`config.mk`:
```
export PLATFORM = sky130hd
export DESIGN_NAME = control_barrido_ventana
export DESIGN_NICKNAME = d
export VERILOG_FILES = /design/src/rtl/control_barrido_ventana.sv
export SDC_FILE = /design/constraint.sdc
export NUM_CORES = 1
export LEC_CHECK = 0
export BUFFER_PORTS_ARGS = -buffer_cell sky130_fd_sc_hd__buf_2
export CAP_MARGIN = 20
export CORE_UTILIZATION = 60
export CTS_CLUSTER_SIZE = 24
export DETAILED_ROUTE_END_ITERATION = 6
export GPL_TIMING_DRIVEN = 0
export HOLD_SLACK_MARGIN = 0.06
export MAX_ROUTING_LAYER = met4
export PLACE_DENSITY = 0.85
export SETUP_SLACK_MARGIN = 0.2
export SLEW_MARGIN = 5
export SYNTH_ARGS = -nofsm -noshare
export SYNTH_HDL_FRONTEND = slang
export SYNTH_SLANG_ARGS = --single-unit
```
`constraint.sdc`:
```
create_clock -name clk -period 5.6 [get_ports clk]
set_input_delay 0.84 -clock clk [delete_from_list [all_inputs] [get_ports clk]]
set_output_delay 0.84 -clock clk [all_outputs]
set_load 0.005 [all_outputs]
```
`src/rtl/control_barrido_ventana.sv`:
```
`default_nettype none
// ============================================================================
// Module   : control_barrido_ventana
// Purpose  : Raster-order sweep of a 2x2 pixel window over a frame memory.
//            For every window it reads 4 pixels, strobes the matching window
//            register, then offers the window to the filter core using a
//            valid/ready handshake. It pulses terminado after the last window.
// Revision : 1.0 - initial release
// ============================================================================
module control_barrido_ventana #(
  parameter int ANCHO = 8,
  parameter int ALTO  = 8,
  parameter int DIR_W = 6
) (
  input  logic             clk,
  input  logic             reset,
  input  logic             iniciar,
  output logic             leer,
  output logic [DIR_W-1:0] dir_lectura,
  input  logic [7:0]       dato_mem,
  output logic [3:0]       guardar_dato,
  output logic [1:0]       valor_pixel,
  output logic             filtro_valido,
  input  logic             filtro_listo,
  output logic [DIR_W-1:0] dir_escritura,
  output logic             ocupado,
  output logic             terminado
);

  typedef enum logic [2:0] {
    E_INICIO  = 3'd0,
    E_LEER    = 3'd1,
    E_ULTIMO  = 3'd2,
    E_ENTREGA = 3'd3,
    E_FIN     = 3'd4
  } estado_t;

  localparam logic [DIR_W-1:0] c_ANCHO    = DIR_W'(ANCHO);
  localparam logic [DIR_W-1:0] c_ANCHO_M1 = DIR_W'(ANCHO - 1);
  localparam logic [DIR_W-1:0] c_X_MAX    = DIR_W'(ANCHO - 2);
  localparam logic [DIR_W-1:0] c_Y_MAX    = DIR_W'(ALTO - 2);

  estado_t          r_estado, w_estado_sig;
  logic [DIR_W-1:0] r_x, r_y, w_x_sig, w_y_sig;
  logic [1:0]       r_k, w_k_sig;
  logic [3:0]       r_guardar_dato;
  logic [1:0]       r_valor_pixel;
  logic [DIR_W-1:0] w_fila, w_col, w_dir_rd, w_dir_wr;
  logic             w_ultima;
  logic             w_unused_dato;

  // Pixel data goes straight to the window registers; this block never looks at it.
  assign w_unused_dato = ^dato_mem;

  // Pixel k: bit 0 selects the right-hand column, bit 1 the lower row.
  assign w_fila   = r_y + {{(DIR_W-1){1'b0}}, r_k[1]};
  assign w_col    = r_x + {{(DIR_W-1){1'b0}}, r_k[0]};
  assign w_dir_rd = w_fila * c_ANCHO + w_col;
  assign w_dir_wr = r_y * c_ANCHO_M1 + r_x;
  assign w_ultima = (r_x == c_X_MAX) && (r_y == c_Y_MAX);

  assign guardar_dato = r_guardar_dato;
  assign valor_pixel  = r_valor_pixel;

  // Next-state, counter updates and Moore outputs of the sweep sequencer.
  always_comb begin
    w_estado_sig  = r_estado;
    w_x_sig       = r_x;
    w_y_sig       = r_y;
    w_k_sig       = r_k;
    leer          = 1'b0;
    dir_lectura   = '0;
    filtro_valido = 1'b0;
    dir_escritura = '0;
    ocupado       = 1'b1;
    terminado     = 1'b0;
    case (r_estado)
      E_INICIO: begin
        ocupado = 1'b0;
        if (iniciar) begin
          w_estado_sig = E_LEER;
          w_x_sig      = '0;
          w_y_sig      = '0;
          w_k_sig      = 2'd0;
        end
      end
      E_LEER: begin
        leer        = 1'b1;
        dir_lectura = w_dir_rd;
        w_k_sig     = r_k + 2'd1;
        if (r_k == 2'd3) begin
          w_estado_sig = E_ULTIMO;
        end
      end
      E_ULTIMO: begin
        // Memory returns pixel 3 during this cycle; its strobe is issued here.
        w_estado_sig = E_ENTREGA;
      end
      E_ENTREGA: begin
        filtro_valido = 1'b1;
        dir_escritura = w_dir_wr;
        if (filtro_listo) begin
          if (w_ultima) begin
            w_estado_sig = E_FIN;
          end else begin
            w_estado_sig = E_LEER;
            w_k_sig      = 2'd0;
            if (r_x == c_X_MAX) begin
              w_x_sig = '0;
              w_y_sig = r_y + {{(DIR_W-1){1'b0}}, 1'b1};
            end else begin
              w_x_sig = r_x + {{(DIR_W-1){1'b0}}, 1'b1};
            end
          end
        end
      end
      E_FIN: begin
        terminado    = 1'b1;
        w_estado_sig = E_INICIO;
        w_x_sig      = '0;
        w_y_sig      = '0;
        w_k_sig      = 2'd0;
      end
      default: begin
        ocupado      = 1'b0;
        w_estado_sig = E_INICIO;
        w_x_sig      = '0;
        w_y_sig      = '0;
        w_k_sig      = 2'd0;
      end
    endcase
  end

  // State and window-position registers.
  always_ff @(posedge clk or negedge reset) begin
    if (!reset) begin
      r_estado <= E_INICIO;
      r_x      <= '0;
      r_y      <= '0;
      r_k      <= 2'd0;
    end else begin
      r_estado <= w_estado_sig;
      r_x      <= w_x_sig;
      r_y      <= w_y_sig;
      r_k      <= w_k_sig;
    end
  end

  // Load strobe lags the read by one cycle to match the memory read latency.
  always_ff @(posedge clk or negedge reset) begin
    if (!reset) begin
      r_guardar_dato <= 4'b0000;
      r_valor_pixel  <= 2'd0;
    end else if (r_estado == E_LEER) begin
      r_guardar_dato <= 4'b0001 << r_k;
      r_valor_pixel  <= r_k;
    end else begin
      r_guardar_dato <= 4'b0000;
      r_valor_pixel  <= 2'd0;
    end
  end

endmodule
`default_nettype wire
```
# Word-level counts from Yosys, hierarchy flattened
# Index checks and enable logic that the tools add are counted.
# totals
reg_bits,23
inputBits,12
out_inout_bits,22
elab_cells,63
# classes
add_sub_neg,7
multipliers,1
n_eq_ne,12
shift,1
muxes,26
n_bitwise,2
reduce_logical,8
# ops
operator,count
2-to-1 mux 6 bit,9
case mux 6 bit (3 select lines),2
"adder 6 x 1 -> 6 bit, second input constant",2
adder 6 bit,2
"equality test 6 x 3 -> 1 bit, second input constant",2
2-to-1 mux 3 bit,4
case mux 3 bit (4 select lines),1
"inequality test 2 bit, second input constant",5
2-to-1 mux 2 bit,4
case mux 2 bit (4 select lines),1
AND reduction 4 bit,2
adder 6 x 1 -> 6 bit,1
"equality test 3 x 2 -> 1 bit, second input constant",2
"multiplier 6 x 3 -> 6 bit, second input constant",1
AND reduction 5 bit,1
2-to-1 mux 1 bit,4
2-to-1 mux 4 bit,1
OR reduction 4 bit,1
"left shift 1 x 2 -> 4 bit, first input constant",1
adder 3 x 1 -> 3 bit,1
"equality test 3 x 1 -> 1 bit, second input constant",1
"equality test 3 bit, second input constant",1
zero test 3 bit,1
AND reduction 3 bit,1
other kinds (5),6

# Logic depth before layout (Yosys ltp)
# depth
depth_word,5
depth_mapped,11
depth_no_buf,11

# Least setup slack after synthesis
# OpenSTA, ideal clock, no wires.
# synth_timing
kind,register -> output
from,reg r_y[0]
to,out dir_escritura[5]
arrival_ps,2414
t_required_ps,4760
setup_slack_ps,2346
stages_incl_launch_ff,9
n_path_buf,0
path_cell_list,dfrtp_1 -> fa_1 -> inv_1 -> fa_1 -> fa_1 -> nand2b_1 -> a21oi_1 -> xnor2_1 -> nor2_1
# synth_between
elab_chain_len,3
# synth_lines
item,line_no,rtl
start: declaration,44,"logic [DIR_W-1:0] r_x, r_y, w_x_sig, w_y_sig;"
start signal: assignment,144,r_y <= w_y_sig;
multiplier 6 x 3 -> 6 bit,59,assign w_dir_wr = r_y * c_ANCHO_M1 + r_x;
adder 6 bit,59,
2-to-1 mux 6 bit,77,case (r_estado)
end: declaration,25,"output logic [DIR_W-1:0] dir_escritura,"
# Every way passes these cells.

# Worst setup path after layout
# Ends and elaborated chain as after synthesis.

==> results summary <==
The synthesized area divided by synthesized cell count came out at 9.580 µm². Synthesis produced 201 cells. The first detailed-routing pass took 4 iterations. Along the worst path, the maximum fanout reaches 8. Setup repair after global routing left no endpoint under its margin. The signal on the critical path passes through fa_1 > inv_1 > fa_1 > fa_1 > nand2b_1 > a21oi_1 > xnor2_1 > nor2_1 > buf_2. The highest layer used for signal routing is met4. The H-tree depth is 1.

In this design, the stage delay of the slowest critical-path cell is 0.57 ns. The number of hold buffers added after CTS was 0. The tool flagged a number of max-cap violations equal to 0. Across the VDD grid, the largest voltage drop is 0.3231 mV. Relative to the synthesized area, the layout overhead comes to 10.72%. The total routed wire length on the met1 layer came out at 1.820 mm. The number of clock sinks seen by CTS is 23. Detailed placement finished with a half-perimeter wire length of 2.886 mm. The family with the most delay on the worst path is adder cells. The global-route wire length before repair came out at 6.306 mm. The slowest cell on the critical path is sky130_fd_sc_hd__fa_1. The number of routed nets with antenna violations came out at 0.

The post-synthesis cell type count is 45. Yosys mapped a number of flops with a built-in enable equal to 0. The remaining design rule violation count is 0. The amount of wire on met3 after detailed routing is 157 µm. The tree is rooted in a sky130_fd_sc_hd__clkbuf_4. The relative slew slack came out at 0.5866. The wire length reported by the detailed router is 3.696 mm. By area the synthesized netlist is led by sky130_fd_sc_hd__dfrtp_1 30%, sky130_fd_sc_hd__ha_1 16%, sky130_fd_sc_hd__fa_1 7.3%.

The number of global-route vias before repair came out at 1437. The initial DRC count came out at 68. The worst setup path is launched from a flip-flop. The final setup skew is 0.006778 ns. The detail-routed net length per standard cell is 13.49 µm. Once the clock tree was built, the resizer swapped 0 gates to a different size. The final-report setup violation count is 0. In the synthesized netlist the dominant register cell turns out to be sky130_fd_sc_hd__dfrtp_1. The number of antenna diodes in the final layout is 0. The path class of the tightest hold or removal check is primary input to asynchronous set/reset pin. The net count reported at finish is 274. After routing, the total negative slack on setup checks comes to 0 ns.

The number of pins with negative max-slew slack in the final report came out at 0. The total clock buffers created by CTS came out at 3. The number of nets produced by synthesis came out at 244. The cell that appears most often on the critical path is sky130_fd_sc_hd__fa_1. The share of synthesized area in the top cell type comes to 0.2989. After synthesis the netlist holds a flip-flop and latch count of 23. For the finished layout, the period the worst path requires is 3.854 ns. The critical path crosses 9 cells after its start point. The critical path data required time is 4.76 ns. The power per standard cell area is 553.9 nW/µm². The total power is 1.181 mW.

The global route total overflow came out at 0. Summing over every cut layer, the via total after detailed routing is 1521. The worst-margin pin slew is 0.6154 ns.

The number of buffers on the longest clock path is 2. For this run, the top clock speed supported by timing is 259.5 MHz. The clock tree from TritonCTS is built. The clock latency at the later pin of the worst-skew pair is 0.31 ns. The combined global-route utilization of all metal layers is 0.2474. The number of cells traversed by the worst register-to-register path is 6. The core region is 3053 µm². The mapped netlist covers 1926 µm². The start-to-end type of the worst setup path is flip-flop to primary output. The starting density of the core came out at 0.6307. The horizontal extent of the die came out at 58.65 µm. Post-CTS timing repair inserted 0 buffers for setup. The clock transition at the registers of the reported paths came out at 0.12 ns. In the layout the commonest cells are 29 x sky130_fd_sc_hd__buf_2, 25 x sky130_fd_sc_hd__inv_1, 24 x sky130_fd_sc_hd__ha_1. Of all cell types, the one taking the most synthesized area is sky130_fd_sc_hd__dfrtp_1. The fraction of layout cells with a size suffix above 1 came out at 0.1739. The flow ran to the end, and the final reports show no timing, DRC or antenna violations. The number of ports placed on the die boundary came out at 34. The hold violation total from the final report is 0. The floorplan step defined a die boundary enclosing 3440 µm². The vias per cell is 5.551. The die height came out at 58.65 µm. Routability-driven placement finished with a final weighted congestion of 0.8714. The buffer and inverter count on the worst path is 2. The part of the Yosys area used for sequential elements came out at 0.2989. The initial antenna violation count came out at 0.

Once layout is complete, the utilization of the core stands at 0.6984. The largest net degree at the start of global routing came out at 24. The arrival time at the worst endpoint came out at 3.01 ns. In the finished design, the share of the clock period the worst path needs comes to 0.6882. The synthesis warning total is 0.

The floorplan has 20 rows. Leaving out fill and tap cells, the most frequent cell in the layout is sky130_fd_sc_hd__buf_2. The static leakage power is 1.078 nW. The routed design uses 1.674 mm of met2 wire. The proportion of register bits with asynchronous set or reset after synthesis came out at 1.000. The count of input and output buffers is 25.

The layout has 251 filler cells. The sort of element at the end of the critical path is a primary output.
[Yosys cell counts (2+ instances only)]
cell type,instances
sky130_fd_sc_hd__inv_1,25
sky130_fd_sc_hd__ha_1,24
sky130_fd_sc_hd__dfrtp_1,23
sky130_fd_sc_hd__nor2_1,18
sky130_fd_sc_hd__and2_1,9
sky130_fd_sc_hd__a21oi_1,8
sky130_fd_sc_hd__fa_1,7
sky130_fd_sc_hd__nand3_1,7
sky130_fd_sc_hd__o211ai_1,7
sky130_fd_sc_hd__xnor2_1,6
sky130_fd_sc_hd__xor2_1,6
sky130_fd_sc_hd__o21ai_0,5
sky130_fd_sc_hd__buf_2,4
sky130_fd_sc_hd__nand2_1,4
sky130_fd_sc_hd__or3_1,4
sky130_fd_sc_hd__a21o_1,3
sky130_fd_sc_hd__o31ai_1,3
sky130_fd_sc_hd__or4_1,3
sky130_fd_sc_hd__a211oi_1,2
sky130_fd_sc_hd__a31oi_1,2
sky130_fd_sc_hd__and3_1,2
sky130_fd_sc_hd__clkbuf_1,2
sky130_fd_sc_hd__nand2b_1,2
sky130_fd_sc_hd__nand4_1,2
sky130_fd_sc_hd__nand4bb_1,2
sky130_fd_sc_hd__nor3_1,2
[final timing paths]
check	startpoint	to	slack (ns)
setup / recovery	r_y[0]	dir_escritura[5]	1.75
hold / removal	reset	guardar_dato[2]	0.47
setup reg to reg	r_y[0]	r_y[3]	3.49
hold reg to reg	r_y[5]	r_y[5]	0.62
max in group asynchronous	reset	r_x[5]	4.79
min in group clk	r_y[5]	r_y[5]	0.62
[through the flow]
stage	hold slack [ns]	instances	setup slack [ns]	instance area [µm²]
floorplan	0.5146	201	2.346	1926
global route	0.4952	274	1.541	2132
global placement	0.5669	270	2.095	2106
detailed placement	0.5837	270	2.079	2106
finish	0.4737	274	1.746	2132
CTS	0.4897	274	1.724	2132
[area by class of cell]
type / count / area [µm²] / share of cell area
plain buffers: 7 / 35.03 / 0.01643
clock buffers: 4 / 26.28 / 0.01232
inverters: 26 / 97.59 / 0.04577
multi-input cells: 145 / 1217 / 0.5710
flip-flops and latches: 23 / 575.6 / 0.2700
well taps: 44 / 55.05 / 0.02582
repair buffers: 25 / 125.1 / 0.05869
[metal layers]
layer  global-route usage  up-vias
met1               0.3462      724
met4              0.07483        0
met3              0.05055        6
met2               0.3645       37
li1                     -      754
met5                    -        -
[where the power goes]
part | leakage, nW | switching [mW] | internal, mW | total [mW]
Sequential | 0.290 | 0.0859 | 0.225 | 0.311
Clock | 0.0150 | 0.0471 | 0.0278 | 0.0749
Combinational | 0.773 | 0.413 | 0.382 | 0.795
Total | 1.08 | 0.546 | 0.635 | 1.18
[kinds of logic (layout without fill, tap and decap cells)]
kind of cell	count (synthesis)	after routing	synth area share
simple gates	63	63	0.1988
mux	2	2	0.01105
fa+ha+maj	31	31	0.2287
compound gates	36	36	0.1274
xor+xnor	13	13	0.06628
buf+inv	33	62	0.06888
flops	23	23	0.2989
[state kept, by name (all words and copies together) (netlist names)]
name          count
r_y               6
r_x               6
valor_pixel       2
r_k               2
guardar_dato      4
r_estado          3
No activity file was read; power rests on OpenSTA's default activity.
